===== src/rtl/rr_arbiter4.sv =====
// Four-requester round-robin arbiter with bounded grant hold and forced preemption.
// Registered grant index/enable feed a downstream 2-to-4 enable decoder.
module rr_arbiter4 #(
    parameter int unsigned MAX_HOLD = 4
) (
    input  logic       clk,
    input  logic       reset_n,
    input  logic [3:0] req,
    output logic [1:0] grant_idx,
    output logic       grant_en,
    output logic       preempt
);

    typedef enum logic {StIdle, StGrant} state_e;

    localparam logic [7:0] HoldLast = 8'(MAX_HOLD - 1);

    state_e     state_q, state_d;
    logic [1:0] ptr_q, ptr_d;
    logic [1:0] idx_q, idx_d;
    logic [7:0] hold_q, hold_d;
    logic       preempt_q, preempt_d;
    logic       rel_drop, rel_max;

    // First set bit of r in circular order starting at base.
    function automatic logic [1:0] pick(input logic [1:0] base, input logic [3:0] r);
        logic [1:0] idx;
        pick = base;
        for (int k = 3; k >= 0; k--) begin
            idx = base + 2'(k);
            if (r[idx]) pick = idx;
        end
    endfunction

    always_comb begin
        state_d   = state_q;
        ptr_d     = ptr_q;
        idx_d     = idx_q;
        hold_d    = hold_q;
        preempt_d = 1'b0;
        rel_drop  = 1'b0;
        rel_max   = 1'b0;
        unique case (state_q)
            StIdle: begin
                if (req != 4'b0000) begin
                    state_d = StGrant;
                    idx_d   = pick(ptr_q, req);
                    hold_d  = 8'd0;
                end
            end
            StGrant: begin
                rel_drop = !req[idx_q];
                rel_max  = req[idx_q] && (hold_q == HoldLast);
                if (!rel_drop && !rel_max) begin
                    hold_d = hold_q + 8'd1;
                end else begin
                    ptr_d     = idx_q + 2'd1;
                    preempt_d = rel_max;
                    // On a drop req[g] is already 0, so req is the re-arbitration set as-is;
                    // on a max release g stays eligible and wins only if nobody else asks.
                    if (req != 4'b0000) begin
                        idx_d  = pick(idx_q + 2'd1, req);
                        hold_d = 8'd0;
                    end else begin
                        state_d = StIdle;
                    end
                end
            end
            default: state_d = StIdle;
        endcase
    end

    always_ff @(posedge clk or negedge reset_n) begin
        if (!reset_n) begin
            state_q   <= StIdle;
            ptr_q     <= 2'd0;
            idx_q     <= 2'd0;
            hold_q    <= 8'd0;
            preempt_q <= 1'b0;
        end else begin
            state_q   <= state_d;
            ptr_q     <= ptr_d;
            idx_q     <= idx_d;
            hold_q    <= hold_d;
            preempt_q <= preempt_d;
        end
    end

    assign grant_idx = idx_q;
    assign grant_en  = (state_q == StGrant);
    assign preempt   = preempt_q;

endmodule


===== config.mk =====
export PLATFORM = sky130hd
export DESIGN_NAME = rr_arbiter4
export DESIGN_NICKNAME = d
export VERILOG_FILES = /design/src/rtl/rr_arbiter4.sv
export SDC_FILE = /design/constraint.sdc
export NUM_CORES = 1
export LEC_CHECK = 0
export CORE_UTILIZATION = 59
export CTS_BUF_LIST = sky130_fd_sc_hd__clkbuf_16
export DETAILED_ROUTE_END_ITERATION = 10
export GPL_ROUTABILITY_DRIVEN = 0
export PLACE_DENSITY = 0.83
export SYNTH_ARGS = -nofsm -noshare
export SYNTH_HDL_FRONTEND = slang
export SYNTH_SLANG_ARGS = --single-unit

===== constraint.sdc =====
create_clock -name clk -period 4.4 [get_ports clk]
set_input_delay 0.88 -clock clk [delete_from_list [all_inputs] [get_ports clk]]
set_output_delay 0.88 -clock clk [all_outputs]
set_load 0.1 [all_outputs]

==> flow_metrics.py <==
metrics = {
    "synthesis": {
        "ys_top_cells_by_count": "nand2_1, dfrtp_1, o21ai_0",
        "synth_most_common_cell": "nand2_1",
        "async_flop_share_pct": 100.0,
        "synthesis.area_sq_um": 948.4,
        "synth_edf_count": 0,
        "syn-num-nets": 112,
        "ys_warn_count": 0,
        "ys.flop_type": "dfrtp_1",
        "ys_types": 37,
        "synth.ff_latch_count": 14,
        "ys_top_cells_by_area": "dfrtp_1, nand2_1, o21ai_0, a21oi_1, nand2b_1",
        "netlist_instances": 105,
        "ys_seq_area_share_pct": 36.94,
        "yosysTopAreaCell": "dfrtp_1",
        "synth_top_area_share_pct": 36.94,
        "avgSynthCellArea_sq_um": 9.032,
    },
    "final_layout": {
        "layout-drive-gt1-share_pct": 11.71,
        "areaGrowthSynthToFinish_pct": 15.96,
        "seq_area_sq_um": 350.3,
        "finalNetCount": 120,
        "n_fill_cell": 102,
        "antenna_cells": 0,
        "fin_area_sq_um": 1100,
        "multiInputGateArea_sq_um": 545.5,
    },
    "sta": {
        "relSlewSlack_pct": 35.57,
        "timing.fmax_mhz": 342.6,
        "finalSetupViolCount": 0,
        "fin_setup_tns_ns": 0,
        "skew_ns": 0.003434,
        "final_hold_viol_count": 0,
        "hold_ws_ns": 0.5225,
        "worstMarginPinSlew_ns": 0.9634,
        "rsz0062_at_grt": "no",
        "report.final.slew_viol_count": 0,
        "finalCriticalPeriod_ns": 2.919,
        "fin_crit_sh_pct": 66.33,
    },
    "route": {
        "wl_microns": 1783,
        "dr.pass1.iters": 4,
        "drc": 0,
        "ant_nets": 0,
        "dr_total_vias": 821,
        "wl_per_cell_microns": 14.04,
        "dr.first_iter.drc_count": 36,
        "vias_per_cell": 6.465,
    },
    "critical_path": {
        "crit_path_max_incr_delay_ns": 1.21,
        "cp.arrival_ns": 2.04,
        "r2r_setup_slack_ns": 2.47,
        "path_delay_family": "buffers and inverters",
        "crit_type": "flop to output pin",
        "critPathLaunchType": "flop",
        "crit_slowest_cell": "clkdlybuf4s50_1",
        "crit_required_ns": 3.52,
        "worst-path-buf-inv": 1,
        "path_cells": "clkdlybuf4s50_1",
        "end_kind": "output pin",
        "crit_fanout": 11,
    },
    "grt": {
        "grtUsageTotal_pct": 21.90,
        "antenna_found_initial": 0,
        "grt_pass1_vias": 683,
        "gr-total-overflow": 0,
        "grt_max_degree": 15,
        "grt_first_pass_wirelength_microns": 2932,
    },
    "power": {
        "ir_drop_mv": 0.4443,
        "power.total_uw": 698.3,
        "p_per_area_nw_per_um2": 634.9,
        "power.leakage_nw": 0.4594,
    },
    "clock_tree": {
        "postCtsHoldBufs": 0,
        "insertion_delay_ns": 0.24,
        "htreeDepth": 1,
        "cts-buffers-inserted": 3,
        "cts_buffer_depth": 2,
        "ctsResizeCount": 0,
        "root_buffer": "clkbuf_16",
        "clock-sinks": 14,
        "cts_tree": "yes",
        "cts.clk_slew.worst_paths_ns": 0.04,
        "postCtsSetupRepairBufs": 0,
    },
    "floorplanning": {
        "die-area_sq_um": 1772,
        "num_io_pins": 10,
        "start_util_pct": 62.96,
        "coreArea_sq_um": 1506,
        "row_count": 14,
        "fp.dieW_microns": 42.10,
        "die_height_microns": 42.10,
    },
    "place": {
        "place_area_sq_um": 1025,
        "dp_hpwl_microns": 1277,
        "io_buffers": 9,
    },
    "run": {
        "max-cap-violations": 0,
    },
    "min_path": {
        "hold_path.class": "flop to flop",
    },
    "run_status": {
        "status": "completed",
    },
}
==> where the power goes <==
| group | switching (mW) | total (mW) | internal [mW] |
|---|---|---|---|
| registers | 0.0470 | 0.206 | 0.159 |
| logic | 0.201 | 0.331 | 0.130 |
| clock network | 0.0430 | 0.161 | 0.118 |
==> layout by cell type, fill, tap and decap left out, types with 2 or more instances in the layout <==
cell             Yosys  layout
a21oi_1              7       7
and3_1               3       3
a31oi_1              2       2
nand3_1              4       4
clkdlybuf4s50_1      0       9
clkbuf_16            0       3
o2111ai_1            2       2
o211ai_1             3       3
xor2_1               2       2
nor2b_1              2       2
nand2b_1             4       4
dfrtp_1             14      14
o21ai_0             11      11
nor2_1               5       5
inv_1                5       5
nand2_1             16      16
==> final timing paths <==
kind	start	to	cells past startpoint
min in group asynchronous	reset_n	hold_q[6]	1
setup reg to reg	hold_q[0]	grant_idx[0]	6
setup / recovery	grant_en	grant_en	1
max in group asynchronous	reset_n	ptr_q[0]	1
hold reg to reg	hold_q[4]	hold_q[4]	1
hold / removal	hold_q[4]	hold_q[4]	1
==> through the flow <==
| stage | util [%] | cells | worst slack, ns |
|---|---|---|---|
| 6_report | 73.01 | 127 | 1.481 |
| 5_1_grt | 73.01 | 127 | 1.433 |
| 4_1_cts | 73.01 | 127 | 1.487 |
| 3_5_place_dp | 68.02 | 124 | 1.609 |
| 3_3_place_gp | 68.02 | 124 | 1.661 |
| 2_1_floorplan | - | 105 | 1.984 |
==> flip-flops by register name (all words and copies together), names as in the netlist <==
register	cells
hold_q	8
grant_idx	2
ptr_q	2
grant_en	1
preempt	1
==> final cells by class <==
type | instances | area share (%)
timing repair buffer | 9 | 8.191
clock buffer | 3 | 6.826
tap | 16 | 1.820
multi-input combinational | 80 | 49.60
sequential | 14 | 31.85
inverter | 5 | 1.706
==> cells by family (layout without fill, tap and decap cells) <==
group / after synthesis / count (layout) / synth area share [%]
AO/OA/AOI/OAI: 36 / 36 / 26.78
AND/OR/NAND/NOR: 39 / 39 / 24.14
flip-flops: 14 / 14 / 36.94
XOR/XNOR: 2 / 2 / 1.847
buffers and inverters: 11 / 17 / 5.540
multiplexers: 2 / 2 / 3.430
adder cells (fa/ha/maj): 1 / 1 / 1.319
==> per-layer routing <==
layer | global-route usage [%] | routed length [microns]
met1 | 31.36 | 872
met2 | 31.25 | 769
met4 | 6.250 | 10
met5 | 0 | 0
met3 | 8.190 | 131
(Power assumes the default switching activity.)
